===== src/rtl/aes_mon_pkg.sv =====
// aes_mon_pkg: shared FSM states and widths for the AES result match monitor
package aes_mon_pkg;
  localparam int AES_BLK_W = 128;
  localparam int DEF_CNT_W = 32;
  typedef enum logic [1:0] {IDLE, WAIT, CHECK} state_t;
endpackage


===== src/rtl/aes_match_monitor.sv =====
// aes_match_monitor: latches first key whose AES result equals target_ct; timeout exists with AES_MATCH_MON_TIMEOUT_EN
module aes_match_monitor
  import aes_mon_pkg::*;
#(
  parameter int CNT_W = DEF_CNT_W,
  parameter int TIMEOUT_CYCLES = 64
) (
  input  logic                 clock,
  input  logic                 reset,
  input  logic                 clear,
  input  logic [AES_BLK_W-1:0] target_ct,
  input  logic                 start,
  input  logic [AES_BLK_W-1:0] key_in,
  input  logic                 key_val,
  input  logic                 text_val,
  input  logic [AES_BLK_W-1:0] text_out,
  output logic                 match,
  output logic [AES_BLK_W-1:0] match_key,
  output logic [CNT_W-1:0]     match_idx,
  output logic [CNT_W-1:0]     attempts,
  output logic                 pending,
  output logic                 proto_err
`ifdef AES_MATCH_MON_TIMEOUT_EN
  ,
  output logic                 timeout
`endif
);
  if (TIMEOUT_CYCLES < 2) begin : g_bad_timeout
    $error("TIMEOUT_CYCLES must be at least 2");
  end
  state_t state;
  logic [AES_BLK_W-1:0] cur_key, cur_ct;
  logic res_q, res_rise, to_hit;
  assign res_rise = key_val & text_val & ~res_q;
`ifdef AES_MATCH_MON_TIMEOUT_EN
  localparam int TW = $clog2(TIMEOUT_CYCLES + 1);
  logic [TW-1:0] wait_cnt;
  assign to_hit = state == WAIT && !start && !res_rise && wait_cnt == TW'(TIMEOUT_CYCLES - 1);
  always_ff @(posedge clock or posedge reset)
    if (reset) begin
      wait_cnt <= '0;
      timeout  <= 1'b0;
    end else if (clear) begin
      wait_cnt <= '0;
      timeout  <= 1'b0;
    end else begin
      wait_cnt <= (start || state != WAIT) ? '0 : wait_cnt + TW'(1);
      timeout  <= timeout | to_hit;
    end
`else
  assign to_hit = 1'b0;
`endif
  always_ff @(posedge clock or posedge reset)
    if (reset) begin
      state     <= IDLE;
      cur_key   <= '0;
      cur_ct    <= '0;
      res_q     <= 1'b0;
      match     <= 1'b0;
      match_key <= '0;
      match_idx <= '0;
      attempts  <= '0;
      pending   <= 1'b0;
      proto_err <= 1'b0;
    end else if (clear) begin
      state     <= IDLE;
      cur_key   <= '0;
      cur_ct    <= '0;
      res_q     <= 1'b0;
      match     <= 1'b0;
      match_key <= '0;
      match_idx <= '0;
      attempts  <= '0;
      pending   <= 1'b0;
      proto_err <= 1'b0;
    end else begin
      res_q <= key_val & text_val;
      if (state == CHECK) begin
        attempts <= attempts + CNT_W'(attempts != '1);
        if (cur_ct == target_ct && !match) begin
          match     <= 1'b1;
          match_key <= cur_key;
          match_idx <= attempts;
        end
      end
      // a new start always wins: it abandons WAIT or follows a completed CHECK
      if (start) begin
        cur_key <= key_in;
        state   <= WAIT;
        pending <= 1'b1;
        if (state != IDLE) proto_err <= 1'b1;
      end else if (state == WAIT && res_rise) begin
        cur_ct <= text_out;
        state  <= CHECK;
      end else if (state == CHECK || to_hit) begin
        state   <= IDLE;
        pending <= 1'b0;
      end
    end
endmodule

===== config.mk =====
export PLATFORM = sky130hd
export DESIGN_NAME = aes_match_monitor
export DESIGN_NICKNAME = d
export VERILOG_FILES = /design/src/rtl/aes_mon_pkg.sv /design/src/rtl/aes_match_monitor.sv
export SDC_FILE = /design/constraint.sdc
export NUM_CORES = 1
export LEC_CHECK = 0
export CAP_MARGIN = 10
export CORE_AREA = 2 2 229 231
export DETAILED_ROUTE_END_ITERATION = 10
export DIE_AREA = 0 0 231 233
export PLACE_DENSITY = 0.8
export SYNTH_ARGS = -nofsm -noshare
export SYNTH_HDL_FRONTEND = slang
export SYNTH_SLANG_ARGS = --single-unit

===== constraint.sdc =====
create_clock -name clock -period 26.1 [get_ports clock]
set_input_delay 3.915 -clock clock [delete_from_list [all_inputs] [get_ports clock]]
set_output_delay 3.915 -clock clock [all_outputs]
set_load 0.02 [all_outputs]

==> impl_metrics.yaml <==
final_layout:
  layout-drive-gt1-share_pct: 4.59
  fillers: 4274
  multi_input_area_um2: 8860
  syn2layout_area_growth_pct: 39.2
  finalInstanceArea_um2: 29000
  utilization_pct: 56.8
  fin_nets: 2727
  regArea_um2: 11400
floorplan:
  ioPinCount: 585
  core_um2: 51100
  initial_core_util_pct: 40.8
  fp.dieW_um: 231
  chipHeight_um: 233
  die_area_um2: 53800
  rows: 83
setup_path:
  critPathKind: "in2reg"
  critPathCaptureType: "register"
  crit_top_cell: "buf_4"
  required_ps: 26590
  path_delay_family: "buffers and inverters"
  crit_path_start_kind: "input pin"
  path_buf_inv: 3
  path_cells: "clkdlybuf4s50_1 -> xor2_1 -> nor4_1 -> nand4_1 -> or4_1 -> nor4_2 -> buf_4 -> buf_4 -> mux2i_1"
  cp_data_arrival_time_ps: 8610
  critPathMaxStageDelay_ps: 930
  cp.depth: 9
  reg2regPathDepth: 8
  r2r-start: "cur_ct[67]"
  cp_max_fo: 60
  startpoint: "target_ct[67]"
  critPathSlowestCell: "buf_4"
sta:
  hold_ws_ps: 510
  setup_viol: 0
  hold_viol: 0
  slew_violations: 0
  finalCriticalPeriod_ps: 8120
  rsz0062_at_grt: "false"
  clock_skew_ps: 17.2
  tns_ps: 0
  relSlewSlack_pct: 16.6
  fin_crit_sh_pct: 31.1
  max_freq_mhz: 123
  worst_pin_slew_ps: 1250
power:
  p_leak_nw: 12.3
  irDropWorstVdd_v: 0.0000446
  powerDensity_nw_per_um2: 56.7
  power.total_w: 0.00164
yosys:
  synth-seq-cells: 454
  ys_seq_area_share_pct: 54.5
  ys_top_cells_by_area: "dfrtp_1 55%, mux2i_1 14%, nand2b_1 10%"
  syn_inst: 1800
  yosysTopAreaCell: "dfrtp_1"
  yosysUniqueCellTypes: 37
  synth_top_area_share_pct: 54.5
  ys_warn_count: 0
  synth_nets: 2192
  synth_area_um2: 20800
  synth_area_per_cell_um2: 11.6
clock_tree:
  numCtsBuffers: 51
  cts_num_sinks: 454
  post-cts-setup-buffer-count: 0
  cts_tree: "done"
  cts_hold_buf: 0
  ctsResizeCount: 0
  clk_pin_slew_ps: 60
  root_buffer: "clkbuf_16"
  cts_max_level: 2
  clock_path_buffers: 3
  clk_latency_ps: 590
drt:
  ant_nets: 0
  viasPerCell: 5.11
  vias: 15700
  routedWlPerCell_um: 21.1
  drc: 0
  firstDrtPassIters: 4
  wl_um: 64800
  drt_iter0_drc: 995
placement:
  io_buffers: 584
  place_congestion: 0.916
  hpwl_um: 46900
  place_area_um2: 27100
global_routing:
  grt_pass1_wl_um: 97600
  grt_max_degree: 302
  track_usage_pct: 23.6
  grt-ovfl-total: 0
  grt_pass1_vias: 16500
  antenna_found_initial: 17
min_path:
  worstHoldPathType: "reg2reg"
  min_path_cells: 1
  hp-start: "cur_ct[113]"
flow_run:
  cap_violations: 0
run_status:
  outcome: "finished, final reports clean"
## registers in the layout (all words and copies together), names as in the netlist
register	count
res_q	1
cur_key	128
cur_ct	128
match	1
state	2
match_key	128
proto_err	1
attempts	32
pending	1
match_idx	32
## final cells by class
cell class / instances / area share, %
Clock buffer: 76 / 5.35
Timing Repair Buffer: 599 / 20.6
Multi-Input combinational cell: 1205 / 30.5
Antenna cell: 14 / 0.121
Sequential cell: 454 / 39.2
Inverter: 24 / 0.336
Tap cell: 680 / 2.93
Clock inverter: 19 / 0.949
## synth_stat cells
cell / instances
dfrtp_1: 454
nand2b_1: 336
mux2i_1: 289
nor2_1: 166
a22o_1: 129
clkbuf_1: 94
xnor2_1: 56
xor2_1: 54
nor2b_1: 38
nand4_1: 26
inv_1: 22
nor4_1: 19
nand2_1: 16
nand3_1: 11
buf_6: 10
a2111o_1: 9
a21oi_1: 8
buf_4: 7
o21ai_0: 7
or3_1: 6
o22ai_1: 5
and3_1: 4
and4_1: 4
buf_1: 4
nor3_1: 4
o2111ai_1: 4
a2111oi_0: 3
o221ai_1: 3
buf_2: 2
ha_1: 2
nand4b_1: 2
a211oi_1: 1
clkinv_1: 1
inv_2: 1
o2111a_1: 1
o21ba_1: 1
or4_1: 1
## cell usage in the layout (no fill, tap or decap), types with 18 or more instances in the layout
| master | instances |
|---|---|
| clkdlybuf4s50_1 | 582 |
| dfrtp_1 | 454 |
| nand2b_1 | 336 |
| mux2i_1 | 289 |
| nor2_1 | 165 |
| a22o_1 | 129 |
| xnor2_1 | 56 |
| xor2_1 | 54 |
| clkbuf_16 | 52 |
| nor2b_1 | 38 |
| nand4_1 | 26 |
| inv_1 | 21 |
| nor4_1 | 18 |
## per-layer routing
layer	vias up	global-route usage [%]	wire length (µm)
met2	512	40.9	32500
li1	7222	-	-
met1	7802	27.0	24700
met4	4	12.5	3380
met3	143	5.86	4160
met5	-	0	23
## per-stage QoR
| stage | setup slack, ps | cells |
|---|---|---|
| after floorplan | 9530 | 1800 |
| after global routing | 17880 | 3069 |
| after global placement | 17500 | 2962 |
| final | 17980 | 3071 |
| after CTS | 18050 | 3057 |
| after detailed placement | 17470 | 2962 |
## where the power goes
group | leakage [nW] | switching (W) | internal, W
Combinational | 5.14 | 0.0000641 | 0.0000837
Sequential | 6.24 | 0.00000936 | 0.000718
Clock | 0.882 | 0.000298 | 0.000470
Total | 12.3 | 0.000372 | 0.00127
## cells by family after synthesis
| family | share of synthesized area [%] |
|---|---|
| simple gates | 16.8 |
| flops | 54.5 |
| mux | 13.9 |
| compound gates | 6.98 |
| buf+inv | 3.04 |
| xor+xnor | 4.62 |
| fa+ha+maj | 0.120 |
## path summary, 6_finish.rpt
check	to	slack (ps)
max	match_key[107]	17980
min reg2reg	cur_ct[113]	510
min in group asynchronous	cur_key[5]	3810
max in group asynchronous	match_key[72]	19010
max reg2reg	match_key[107]	21340
min	cur_ct[113]	510
(Power assumes the default switching activity.)
